## config.mk

```make
export PLATFORM = sky130hd
export DESIGN_NAME = fifo_burst_reader_flat
export DESIGN_NICKNAME = d
export VERILOG_FILES = /design/src/rtl/fifo_burst_reader_if.sv /design/src/rtl/fifo_burst_reader.sv /design/src/flat_wrapper.sv
export SDC_FILE = /design/constraint.sdc
export NUM_CORES = 1
export LEC_CHECK = 0
export BUFFER_PORTS_ARGS = -buffer_cell sky130_fd_sc_hd__buf_2
export CORE_ASPECT_RATIO = 1.2
export CORE_MARGIN = 3
export CORE_UTILIZATION = 54
export CTS_CLUSTER_DIAMETER = 120
export CTS_CLUSTER_SIZE = 30
export DETAILED_ROUTE_END_ITERATION = 10
export MAX_ROUTING_LAYER = met4
export PLACE_DENSITY = 0.81
export SYNTH_ARGS = -nofsm -noshare
export SYNTH_HDL_FRONTEND = slang
export SYNTH_SLANG_ARGS = --single-unit
```

## constraint.sdc

```tcl
create_clock -name rd_clk -period 1.9 [get_ports rd_clk]
set_clock_uncertainty 0.1 [all_clocks]
set_input_delay 0.19 -clock rd_clk [delete_from_list [all_inputs] [get_ports rd_clk]]
set_output_delay 0.19 -clock rd_clk [all_outputs]
set_load 0.005 [all_outputs]
```

## src/rtl/fifo_burst_reader_if.sv

```systemverilog
// FIFO read port plus output beat stream of the burst reader, grouped for port connection.
// master = the reader itself, slave = the FIFO/downstream environment.
interface fifo_burst_reader_if #(
  parameter int unsigned DATA_WIDTH = 32
);
  logic                  fifo_rd_en;
  logic [DATA_WIDTH-1:0] fifo_rd_data;
  logic                  fifo_empty;
  logic                  fifo_almost_empty;
  logic                  m_valid;
  logic                  m_ready;
  logic [DATA_WIDTH-1:0] m_data;
  logic                  m_last;
  logic                  burst_busy;

  modport master (
    output fifo_rd_en,
    input  fifo_rd_data, fifo_empty, fifo_almost_empty,
    output m_valid,
    input  m_ready,
    output m_data, m_last, burst_busy
  );

  modport slave (
    input  fifo_rd_en,
    output fifo_rd_data, fifo_empty, fifo_almost_empty,
    input  m_valid,
    output m_ready,
    input  m_data, m_last, burst_busy
  );
endinterface

```

## src/rtl/fifo_burst_reader.sv

```systemverilog
// Drains the async FIFO read port through a 2-entry skid buffer into a valid/ready stream,
// flagging every BURST_LEN-th beat with m_last. Optional first-fetch gate: FIFO_BURST_READER_AE_GATE_EN.
module fifo_burst_reader #(
  parameter int unsigned DATA_WIDTH = 32,
  parameter int unsigned BURST_LEN  = 16
) (
  input  logic               rd_clk,
  input  logic               rd_rstn,
  fifo_burst_reader_if.master bus
);

  localparam int unsigned BW = (BURST_LEN > 1) ? $clog2(BURST_LEN) : 1;
  localparam logic [BW-1:0] LAST_BEAT = BW'(BURST_LEN - 1);

  typedef enum logic {IDLE, BURST} state_t;

  state_t                state;
  logic [1:0]            cnt;
  logic                  inflight;
  logic                  rptr;
  logic                  wptr;
  logic [DATA_WIDTH-1:0] mem [2];
  logic [BW-1:0]         bcnt;
  logic                  deq;
  logic [2:0]            occ;
  logic                  room;
  logic                  gate_ok;
  logic                  pop;

  assign bus.m_valid    = (cnt != 2'd0);
  assign bus.m_data     = mem[rptr];
  assign bus.m_last     = bus.m_valid & (bcnt == LAST_BEAT);
  assign bus.burst_busy = (state == BURST);

  // Words already held plus the one in flight must leave a free slot after this cycle's dequeue.
  assign deq  = bus.m_valid & bus.m_ready;
  assign occ  = {1'b0, cnt} + {2'b00, inflight};
  assign room = (occ < (3'd2 + {2'b00, deq}));

`ifdef FIFO_BURST_READER_AE_GATE_EN
  logic [BW-1:0] fcnt;

  // The first fetch of a burst waits until the FIFO is past almost-empty.
  assign gate_ok = (fcnt != '0) | ~bus.fifo_almost_empty;

  always_ff @(posedge rd_clk or negedge rd_rstn) begin
    if (!rd_rstn) begin
      fcnt <= '0;
    end else if (pop) begin
      fcnt <= (fcnt == LAST_BEAT) ? '0 : BW'(fcnt + 1'b1);
    end
  end
`else
  logic unused_almost_empty;

  assign unused_almost_empty = bus.fifo_almost_empty;
  assign gate_ok             = 1'b1;
`endif

  assign pop            = rd_rstn & ~bus.fifo_empty & room & gate_ok;
  assign bus.fifo_rd_en = pop;

  // Skid buffer, read-latency tracking, beat counter and burst FSM.
  always_ff @(posedge rd_clk or negedge rd_rstn) begin
    if (!rd_rstn) begin
      state    <= IDLE;
      cnt      <= 2'd0;
      inflight <= 1'b0;
      rptr     <= 1'b0;
      wptr     <= 1'b0;
      bcnt     <= '0;
      mem[0]   <= '0;
      mem[1]   <= '0;
    end else begin
      inflight <= pop;
      cnt      <= cnt + {1'b0, inflight} - {1'b0, deq};
      if (inflight) begin
        mem[wptr] <= bus.fifo_rd_data;
        wptr      <= ~wptr;
      end
      if (deq) begin
        rptr <= ~rptr;
        bcnt <= (bcnt == LAST_BEAT) ? '0 : BW'(bcnt + 1'b1);
        case (state)
          IDLE:    if (BURST_LEN > 1) state <= BURST;
          BURST:   if (bus.m_last) state <= IDLE;
          default: state <= IDLE;
        endcase
      end
    end
  end

endmodule

```

## src/flat_wrapper.sv

```systemverilog
// flat-port wrapper written by rule: the top's interface ports become plain ports
module fifo_burst_reader_flat 
#(
  parameter int unsigned DATA_WIDTH = 32,
  parameter int unsigned BURST_LEN  = 16
)
  (rd_clk, rd_rstn, bus_fifo_rd_en, bus_fifo_rd_data, bus_fifo_empty, bus_fifo_almost_empty, bus_m_valid, bus_m_ready, bus_m_data, bus_m_last, bus_burst_busy);
  fifo_burst_reader_if #(.DATA_WIDTH(DATA_WIDTH)) bus_i ();
  input  logic rd_clk;
  input  logic rd_rstn;
  output wire logic [$bits(bus_i.fifo_rd_en)-1:0] bus_fifo_rd_en;
  input wire logic [$bits(bus_i.fifo_rd_data)-1:0] bus_fifo_rd_data;
  input wire logic [$bits(bus_i.fifo_empty)-1:0] bus_fifo_empty;
  input wire logic [$bits(bus_i.fifo_almost_empty)-1:0] bus_fifo_almost_empty;
  output wire logic [$bits(bus_i.m_valid)-1:0] bus_m_valid;
  input wire logic [$bits(bus_i.m_ready)-1:0] bus_m_ready;
  output wire logic [$bits(bus_i.m_data)-1:0] bus_m_data;
  output wire logic [$bits(bus_i.m_last)-1:0] bus_m_last;
  output wire logic [$bits(bus_i.burst_busy)-1:0] bus_burst_busy;
  assign bus_fifo_rd_en = bus_i.fifo_rd_en;
  assign bus_i.fifo_rd_data = bus_fifo_rd_data;
  assign bus_i.fifo_empty = bus_fifo_empty;
  assign bus_i.fifo_almost_empty = bus_fifo_almost_empty;
  assign bus_m_valid = bus_i.m_valid;
  assign bus_i.m_ready = bus_m_ready;
  assign bus_m_data = bus_i.m_data;
  assign bus_m_last = bus_i.m_last;
  assign bus_burst_busy = bus_i.burst_busy;
  fifo_burst_reader #(.DATA_WIDTH(DATA_WIDTH), .BURST_LEN(BURST_LEN)) u_core (.rd_clk(rd_clk), .rd_rstn(rd_rstn), .bus(bus_i));
endmodule
```

* After elaboration in Yosys (flattened, before gate mapping)
Index checks and enable logic that the tools add are counted.
W data, S select, Z words.
** Word-level totals
- Flip-flop bits (word level) :: 74
- Bits of input ports :: 37
- Output and inout bits :: 36
- Logic and storage cells :: 39
** Operators by class
- $add $sub $neg :: 5
- Magnitude comparators :: 4
- Eq/ne operators :: 1
- Mux-type cells :: 9
- Bitwise gates (word level) :: 10
- Reduce and logical (&&, ||, !) cells :: 2
** Operators by type and width (number)
- $mux W32 :: 4
- $bwmux W64 :: 1
- $demux W32 S1 :: 1
- $add A4 B1 Y4 const B :: 1
- $and A1 B1 Y1 :: 4
- $eq A4 B4 Y1 const B :: 1
- $ge A2 B2 Y1 const B :: 2
- $mux W4 :: 1
- $not A1 Y1 :: 4
- $not A1 Y2 :: 2
- $add A2 B1 Y3 :: 1
- $add A2 B1 Y3 const A :: 1
- $lt A3 B3 Y1 :: 1
- $add A2 B1 Y2 :: 1
- $lt A2 B1 Y1 const B :: 1
- $pmux W1 S2 :: 1
- $reduce_bool A2 Y1 :: 1
- $sub A2 B1 Y2 :: 1
- $logic_and A1 B1 Y1 :: 1
- $mux W1 :: 1

* Longest topological paths before layout
Gate-level depths: netlist (run 1).
- Depth in word-level cells :: 6
- Gate-level depth with buffers :: 7
- Mapped depth without buffers :: 7

* Worst setup path after synthesis (run 1)
OpenSTA, ideal clock, no wires.
- Path type :: reg2reg
- Start point :: register u_core.cnt[1]
- End point :: register u_core.cnt[1]
- Arrival :: 1.498 ns
- Data required time :: 1.675 ns
- Path slack :: 0.176 ns
- Cell stages (with the launch flop) :: 8
- Path buffers :: 0
- Period minus slack after synthesis :: 1.724 ns
- Cells stage by stage :: dfrtp_1 > o21ai_2 > inv_1 > ha_1 > inv_1 > ha_1 > xnor2_1 > xnor2_1
** Between the ends
- Cells in the longest elaborated chain, start to end :: 3
- Elaborated cells between the ends (all ways) :: 4
- Classes of those cells :: add/sub (2); bitwise (1); reduce/logical (1)
** Ends and longest elaborated chain
- start: declaration :: line fifo_burst_reader.sv:18 : logic [1:0] cnt;
- start signal: assignment :: line fifo_burst_reader.sv:76 : cnt <= cnt + {1'b0, inflight} - {1'b0, deq};
- $reduce_bool A2 Y1 :: line fifo_burst_reader.sv:30 : assign bus.m_valid = (cnt != 2'd0);
- $and A1 B1 Y1 :: line fifo_burst_reader.sv:36 : assign deq = bus.m_valid & bus.m_ready;
- via u_core.deq :: line fifo_burst_reader.sv:24 : logic deq;
- $sub A2 B1 Y2 :: line fifo_burst_reader.sv:76
The timed path passes the listed nets, and every way through them passes these cells.
A chain may end at the register's enable or synchronous reset.

* Final worst setup path (run 1)
- Start point :: register u_core.inflight
- End point :: output port bus_fifo_rd_en
** Between the ends
- Cells in the longest elaborated chain, start to end :: 3
** Ends and longest elaborated chain
- start: declaration :: line fifo_burst_reader.sv:19 : logic inflight;
- start signal: assignment :: line fifo_burst_reader.sv:75 : inflight <= pop;
- $add A2 B1 Y3 :: line fifo_burst_reader.sv:37 : assign occ = {1'b0, cnt} + {2'b00, inflight};
- $lt A3 B3 Y1 :: line fifo_burst_reader.sv:38 : assign room = (occ < (3'd2 + {2'b00, deq}));
- $and A1 B1 Y1 :: line fifo_burst_reader.sv:60 : assign pop = rd_rstn & ~bus.fifo_empty & room & gate_ok;
- end: declaration :: line flat_wrapper.sv:11 : output wire logic [$bits(bus_i.fifo_rd_en)-1:0] bus_fifo_rd_en;
No other way between the ends.

==> metrics.yaml, run 1 <==
synth_warnings: 0
netlist_instances: 218
grt_max_degree: 46
cellLeakagePower_uw: 0.00200
pwr-share-clk_pct: 18.7
ys_ff_latch: 74
crit_family: "flip-flops"
slew_viol_final: 0
clkLatencyLatePin_ps: 350
cts_num_sinks: 74
arrival_ps: 1540
ys_seq_area_share_pct: 56.3
place_congestion: 0.710
yosys.area.top_type_share_pct: 56.3
path_buf_inv: 1
final_cells: 419
multi_input_comb_area_sq_mm: 0.00137
p_switching_uw: 2130
antenna_found_initial: 0
portBuffers: 71
cts.clk_slew.worst_paths_ps: 70
final_area_sq_mm: 0.00436
fill_cells: 369
fin_crit_sh_pct: 96.5
yosys.area_share.adder_pct: 1.90
fin_nets: 376
cts_buffers: 9
core_sq_mm: 0.00578
regArea_sq_mm: 0.00185
synth_compound_area_share_pct: 1.48
rows: 30
wire_per_inst_um: 15.7
ir_worst_vdd_uv: 1140
die_w_um: 77.3
overflow: 0
drcViolationCount: 0
seqPwrFrac_pct: 39.7
syn_area_per_cell_sq_um: 15.1
area_growth_pct: 32.4
grt_pass1_vias: 2290
dpl_cell_area_sq_mm: 0.00376
syn-num-nets: 260
groute.usage.overall_pct: 20.5
vias: 2122
vias_per_cell: 5.06
cp_max_fo: 2
synth_area_sq_mm: 0.00329
synth_top_cells_by_area: "dfrtp_1 56%, mux2_2 29%, mux2_4 4.6%, ha_1 1.9%, buf_2 1.1%"
dp_hpwl_um: 4010
ant_nets: 0
netSwitchingFraction_pct: 30.0
clock_tree.root_cell: "clkbuf_8"
setup_violations: 0
die_area_sq_mm: 0.00707
p_int_uw: 4970
fin_tns_setup_ps: 0
comb_power_share_pct: 41.6
p_per_area_mw_per_mm2: 1630
slowest_delay_ps: 430
synth_top_family_by_area: "multiplexers"
hold_violations: 0
crit_chain: "ha_4 > ha_1 > o21ai_1 > and3_1 > buf_2"
synth_xor_area_share_pct: 1.33
synth_cell_types: 21
initial_core_util_pct: 56.9
grt_pass1_wl_um: 10900
max_clock_freq_ghz: 0.545
tightest_slew_ps: 554
timing.critical_path.slowest_stage_cell: "dfrtp_2"
outcome: "completed"
first_pass_iters: 4
n_antenna_cell: 0
end_kind: "output pin"
hp-class: "input pin to register"
critPathRequiredTime_ps: 1610
min_period_ps: 1830
drv_cap: 0
cp-start-kind: "register"
synth-simple-area-share_pct: 2.17
synth_mux_area_share_pct: 34.0
drt-total-wl_um: 6580
clock_path_buffers: 2
ios: 73
dp.cells: 367
die_height_um: 91.5
initialDrtViolationCount: 76
htreeDepth: 3
criticalPathCategory: "register to output pin"
slew_headroom_pct: 63.1
cts_tree: "yes"
yosys.area.top_type: "dfrtp_1"
drive_gt1_share_pct: 59.0
-- per-layer routing --
metal	global-route usage [%]	vias to the layer above	wire, um
met3	4.66	12	275
met5	-	-	0
met1	25.0	1052	2850
li1	-	1002	-
met2	32.0	56	3310
met4	10.1	0	147
-- synthesized netlist by cell type (all sizes together) --
cell type / instances
buf: 11
xor2: 1
nor2b: 2
nand2: 8
xnor2: 4
ha: 5
o211ai: 1
nand3: 1
or2: 1
inv: 3
dfrtp: 74
a21oi: 2
mux2: 96
and3: 1
o21ai: 4
nor2: 3
o31ai: 1
-- area by class of cell --
type	count	share of cell area, %
clock inverter	6	2.07
clock buffer	10	2.93
timing repair buffer	116	18.5
inverter	3	0.258
multi-input combinational	130	31.5
sequential	74	42.5
tap	80	2.30
-- power groups by stage --
stage / logic [uW] / registers (uW) / clock network (uW)
detailed placement: 2820 / 2830 / 0
CTS: 2940 / 2800 / 1360
floorplan: 1970 / 2680 / 0
global placement: 2750 / 2770 / 0
finish: 2950 / 2820 / 1330
global route: 3230 / 2920 / 1430
-- worst min-delay path: cells and delay by family --
| kind | cells | cell delay (ps) |
|---|---|---|
| simple gates | 2 | 200 |
| buf+inv | 1 | 80 |
-- cell usage in the layout (no fill, tap or decap), drive strengths merged, types with 3 or more instances in the layout --
master / instances
mux2: 96
dlygate4sd3: 33
o21ai: 4
buf: 83
xnor2: 4
nor2: 3
inv: 4
nand2: 8
ha: 5
dfrtp: 74
clkbuf: 10
-- sequential cells by signal, summed over array words and instances, names as in the netlist --
signal	flops
u_core.wptr	1
u_core.rptr	1
u_core.inflight	1
u_core.bcnt	4
u_core.cnt	2
u_core.bus.burst_busy	1
u_core.mem	64
-- cells by family (layout without fill, tap and decap cells) --
logic type / after synthesis / count (layout)
muxes: 96 / 96
DFF: 74 / 74
and+or+nand+nor: 16 / 16
buffers and inverters: 14 / 135
AOI/OAI and AO/OA: 8 / 8
adders and majority gates: 5 / 5
xor gates and xnor gates: 5 / 5
-- what timing repair did --
action,CTS,global route
resized for setup,1,6
endpoints found under the setup margin,1,1
hold endpoints to repair,137,0
buffers inserted,2,1
gates cloned,0,0
pin swaps,0,1
hold buffers,33,0
-- stage by stage --
| stage | setup WS [ps] | power (uW) | hold WS, ps | util [%] |
|---|---|---|---|---|
| after floorplan | 176 | 4660 | -206 | - |
| after global placement | 246 | 5520 | 176 | 65.1 |
| after detailed placement | 219 | 5650 | 166 | 65.1 |
| after CTS | 5.97 | 7100 | 49.4 | 74.9 |
| after global routing | -3.39 | 7570 | 68.8 | 75.4 |
| final | 66.8 | 7100 | 73.2 | 75.4 |
-- final timing paths --
| check | slack (ps) | endpoint | depth (start not counted) | startpoint |
|---|---|---|---|---|
| min | 70 | u_core.inflight | 3 | bus_fifo_empty |
| max | 70 | bus_fifo_rd_en | 5 | u_core.inflight |
| max in group asynchronous | 880 | u_core.mem[45] | 3 | rd_rstn |
| min reg2reg | 360 | u_core.bus.burst_busy | 1 | u_core.bus.burst_busy |
| max reg2reg | 120 | u_core.cnt[1] | 8 | u_core.cnt[0] |
| min in group asynchronous | 360 | u_core.wptr | 3 | rd_rstn |
(Power assumes the default switching activity.)
==> inputs of run 2 (changes only) <==
--- a/config.mk
+++ b/config.mk
@@ -5,6 +5,7 @@
 export SDC_FILE = /design/constraint.sdc
 export NUM_CORES = 1
 export LEC_CHECK = 0
+export ABC_AREA = 1
 export BUFFER_PORTS_ARGS = -buffer_cell sky130_fd_sc_hd__buf_2
 export CORE_ASPECT_RATIO = 1.2
 export CORE_MARGIN = 3
@@ -13,7 +14,7 @@
 export CTS_CLUSTER_SIZE = 30
 export DETAILED_ROUTE_END_ITERATION = 10
 export MAX_ROUTING_LAYER = met4
-export PLACE_DENSITY = 0.81
+export PLACE_DENSITY = 0.8
 export SYNTH_ARGS = -nofsm -noshare
 export SYNTH_HDL_FRONTEND = slang
 export SYNTH_SLANG_ARGS = --single-unit
==> metrics.yaml, run 2 <==
outcome: "completed"
clkLatencyLatePin_ps: 340  # about the same
ir_worst_vdd_uv: 933  # -18%
grt_pass1_wl_um: 12000  # +11%
overflow: 0  # unchanged
synth_edf_count: 0  # unchanged
fin_crit_sh_pct: 94.7  # -1.8 points
syn_area_per_cell_sq_um: 8.44  # -44%
vias: 2787  # +31%
initialDrtViolationCount: 200  # +160%
wire_per_inst_um: 12.2  # -22%
ys_ff_latch: 74  # unchanged
area_growth_pct: 25.1
synth_area_sq_mm: 0.00337  # +2.3%
cts_num_sinks: 74  # unchanged
regToRegStartpoint: "u_core.cnt[1]"
slew_headroom_pct: 70.9  # +7.8 points
slew_viol_final: 0  # unchanged
drcViolationCount: 0  # unchanged
rr_endpoint: "u_core.cnt[1]"
max_clock_freq_ghz: 0.556  # +1.9%
p_per_area_mw_per_mm2: 1630  # about the same
ant_nets: 0  # unchanged
criticalPathCategory: "register to output pin"
regMostFlops: "u_core.mem"
slowest_delay_ps: 390  # -40 ps
ys_seq_area_share_pct: 55.0  # -1.3 points
grt_pass1_vias: 2704  # +18%
yosysMostFrequentCell: "nand2_1"
drt-total-wl_um: 7040  # +7.0%
largestRegisters: "u_core.mem x64, u_core.bcnt x4, u_core.cnt x2"
cp_max_fo: 2  # unchanged
cts.clk_slew.worst_paths_ps: 80  # about the same
async_flop_share_pct: 100  # unchanged
final_cell_mix: "171 x nand2_1, 74 x dfrtp_1, 70 x buf_2"
vias_per_cell: 4.83  # -4.6%
crit_cells: 6  # +1
crit_family: "flip-flops"
setup_violations: 0  # unchanged
wl_met2_um: 3520  # +6.4%
clock_path_buffers: 2  # unchanged
place_congestion: 0.742  # +4.5%
r2r_slack_ps: 210  # +90 ps
final_common_cell: "nand2_1"
clock_tree.root_cell: "clkbuf_8"
synthTopCellsByCount: "172 x nand2_1, 74 x dfrtp_1, 43 x inv_1"
arrival_ps: 1510  # -30 ps
htreeDepth: 3  # unchanged
crit_chain: "ha_1 > ha_1 > nor2_1 > nand2_1 > a21oi_1 > buf_2"
netlist_instances: 399  # +83%
fill_cells: 485  # +31%
rows: 30  # unchanged
core_sq_mm: 0.00586  # +1.3%
initial_core_util_pct: 57.5  # +0.57 points
fin_nets: 534  # +42%
r2r_cells: 6  # -2
drv_cap: 0  # unchanged
wl_met1_um: 3050  # +7.2%
path_buf_inv: 1  # unchanged
timing.critical_path.slowest_stage_cell: "dfrtp_1"
groute.usage.overall_pct: 21.5  # +1.0 points
synth_top_cells_by_area: "dfrtp_1 55%, nand2_1 19%, o21ai_2 6.0%, o21ai_0 5.3%, inv_1 4.8%"
synth_warnings: 0  # unchanged
cp-start-kind: "register"
cts_tree: "yes"
regArea_sq_mm: 0.00185  # about the same
multi_input_comb_area_sq_mm: 0.00124  # -9.9%
synth_flop_cell: "dfrtp_1"
tightest_slew_ps: 437  # -117 ps
die_w_um: 78.1  # +1.1%
hp-class: "input pin to register"
ios: 73  # unchanged
end_kind: "output pin"
die_height_um: 92.5  # +1.1%
rsz0062_at_grt: "false"
yosys.area.top_type: "dfrtp_1"
syn-num-nets: 441  # +70%
synth_cell_types: 18  # -14%
topRoutingLayerUsed: "met4"
min_period_ps: 1800  # -34.1 ps
portBuffers: 71  # unchanged
drive_gt1_share_pct: 24.5  # -34 points
n_antenna_cell: 0  # unchanged
met3_length_um: 332  # +21%
crit_start: "u_core.inflight"
grt_max_degree: 36  # -22%
antenna_found_initial: 0  # unchanged
die_area_sq_mm: 0.00722  # +2.1%
hold_violations: 0  # unchanged
dp_hpwl_um: 4430  # +10%
cts_buffers: 9  # unchanged
crit_path_end: "bus_fifo_rd_en"
yosys.area.top_type_share_pct: 55.0  # -1.3 points
largest_register_ffs: 64  # unchanged
fin_tns_setup_ps: 0  # unchanged
cp_common_cell: "ha_1"
first_pass_iters: 5  # +1
cellLeakagePower_uw: 0.00236  # +18%
fin_util_pct: 71.9  # -3.5 points
critPathRequiredTime_ps: 1610  # about the same
==> run 2: cell count changes after synthesis, moves of 3 or more <==
cell,change
mux2_2,-86
clkbuf_1,+9
mux2_4,-10
buf_6,+3
nor2_1,+3
o21ai_0,+33
nand2_1,+164
inv_1,+40
o21ai_2,+22
o21ai_1,+9
==> run 2: power breakdown <==
group	switching, uW	internal, uW
clock	570	739
sequential	417	2360
combinational	1560	1220
==> run 2: cells by family after synthesis <==
group                    Yosys count  share of synthesized area [%]
adder cells (fa/ha/maj)            5                           1.86
AND/OR/NAND/NOR                  184                           20.9
XOR/XNOR                           3                          0.780
flip-flops                        74                           55.0
AO/OA/AOI/OAI                     70                           13.0
buffers and inverters             63                           8.54
==> run 2: layout make-up <==
| class | count | area share (%) |
|---|---|---|
| repair buffers | 102 | 15.5 |
| well taps | 80 | 2.38 |
| clock inverters | 5 | 1.87 |
| flip-flops and latches | 74 | 44.0 |
| inverters | 43 | 3.83 |
| clock buffers | 11 | 3.12 |
| multi-input cells | 262 | 29.3 |
==> run 2: layer usage <==
metal | global-route usage (%) | vias up
met1 | 25.1 | 1299
met4 | 7.87 | 0
li1 | - | 1410
met5 | - | -
met2 | 36.9 | 65
met3 | 4.38 | 13
==> run 2: worst min path at each step <==
| stage | from | end | cells after the start |
|---|---|---|---|
| floorplan | rd_rstn | u_core.bcnt[0] | 0 |
| global placement | rd_rstn | u_core.mem[16] | 1 |
| detailed placement | rd_rstn | u_core.mem[16] | 1 |
| CTS | bus_fifo_rd_data[2] | u_core.mem[34] | 3 |
| global route | bus_fifo_rd_data[2] | u_core.mem[34] | 3 |
| finish | bus_fifo_rd_data[2] | u_core.mem[34] | 3 |
==> run 2: stage by stage <==
stage	instances	power (uW)	worst slack (ps)	area [sq um]	hold slack (ps)
after CTS	576	6900	16.2	4200	0.942
after global placement	540	5410	291	3790	-56.8
final	577	6860	101	4210	0.952
after global routing	577	7480	14.1	4210	8.38
after floorplan	399	4530	398	3370	-206
after detailed placement	540	5550	233	3790	-52.9
==> run 2: tightest hold or removal path, cell delays in order <==
cell and delay [ps]:
buf_2 90, inv_1 70, o21ai_2 60
==> run 2: repair_timing <==
action	4_1_cts	5_1_grt
endpoints found under the setup margin	0	1
buffers inserted	0	1
resized for setup	0	1
hold endpoints to repair	93	0
hold buffers	20	0
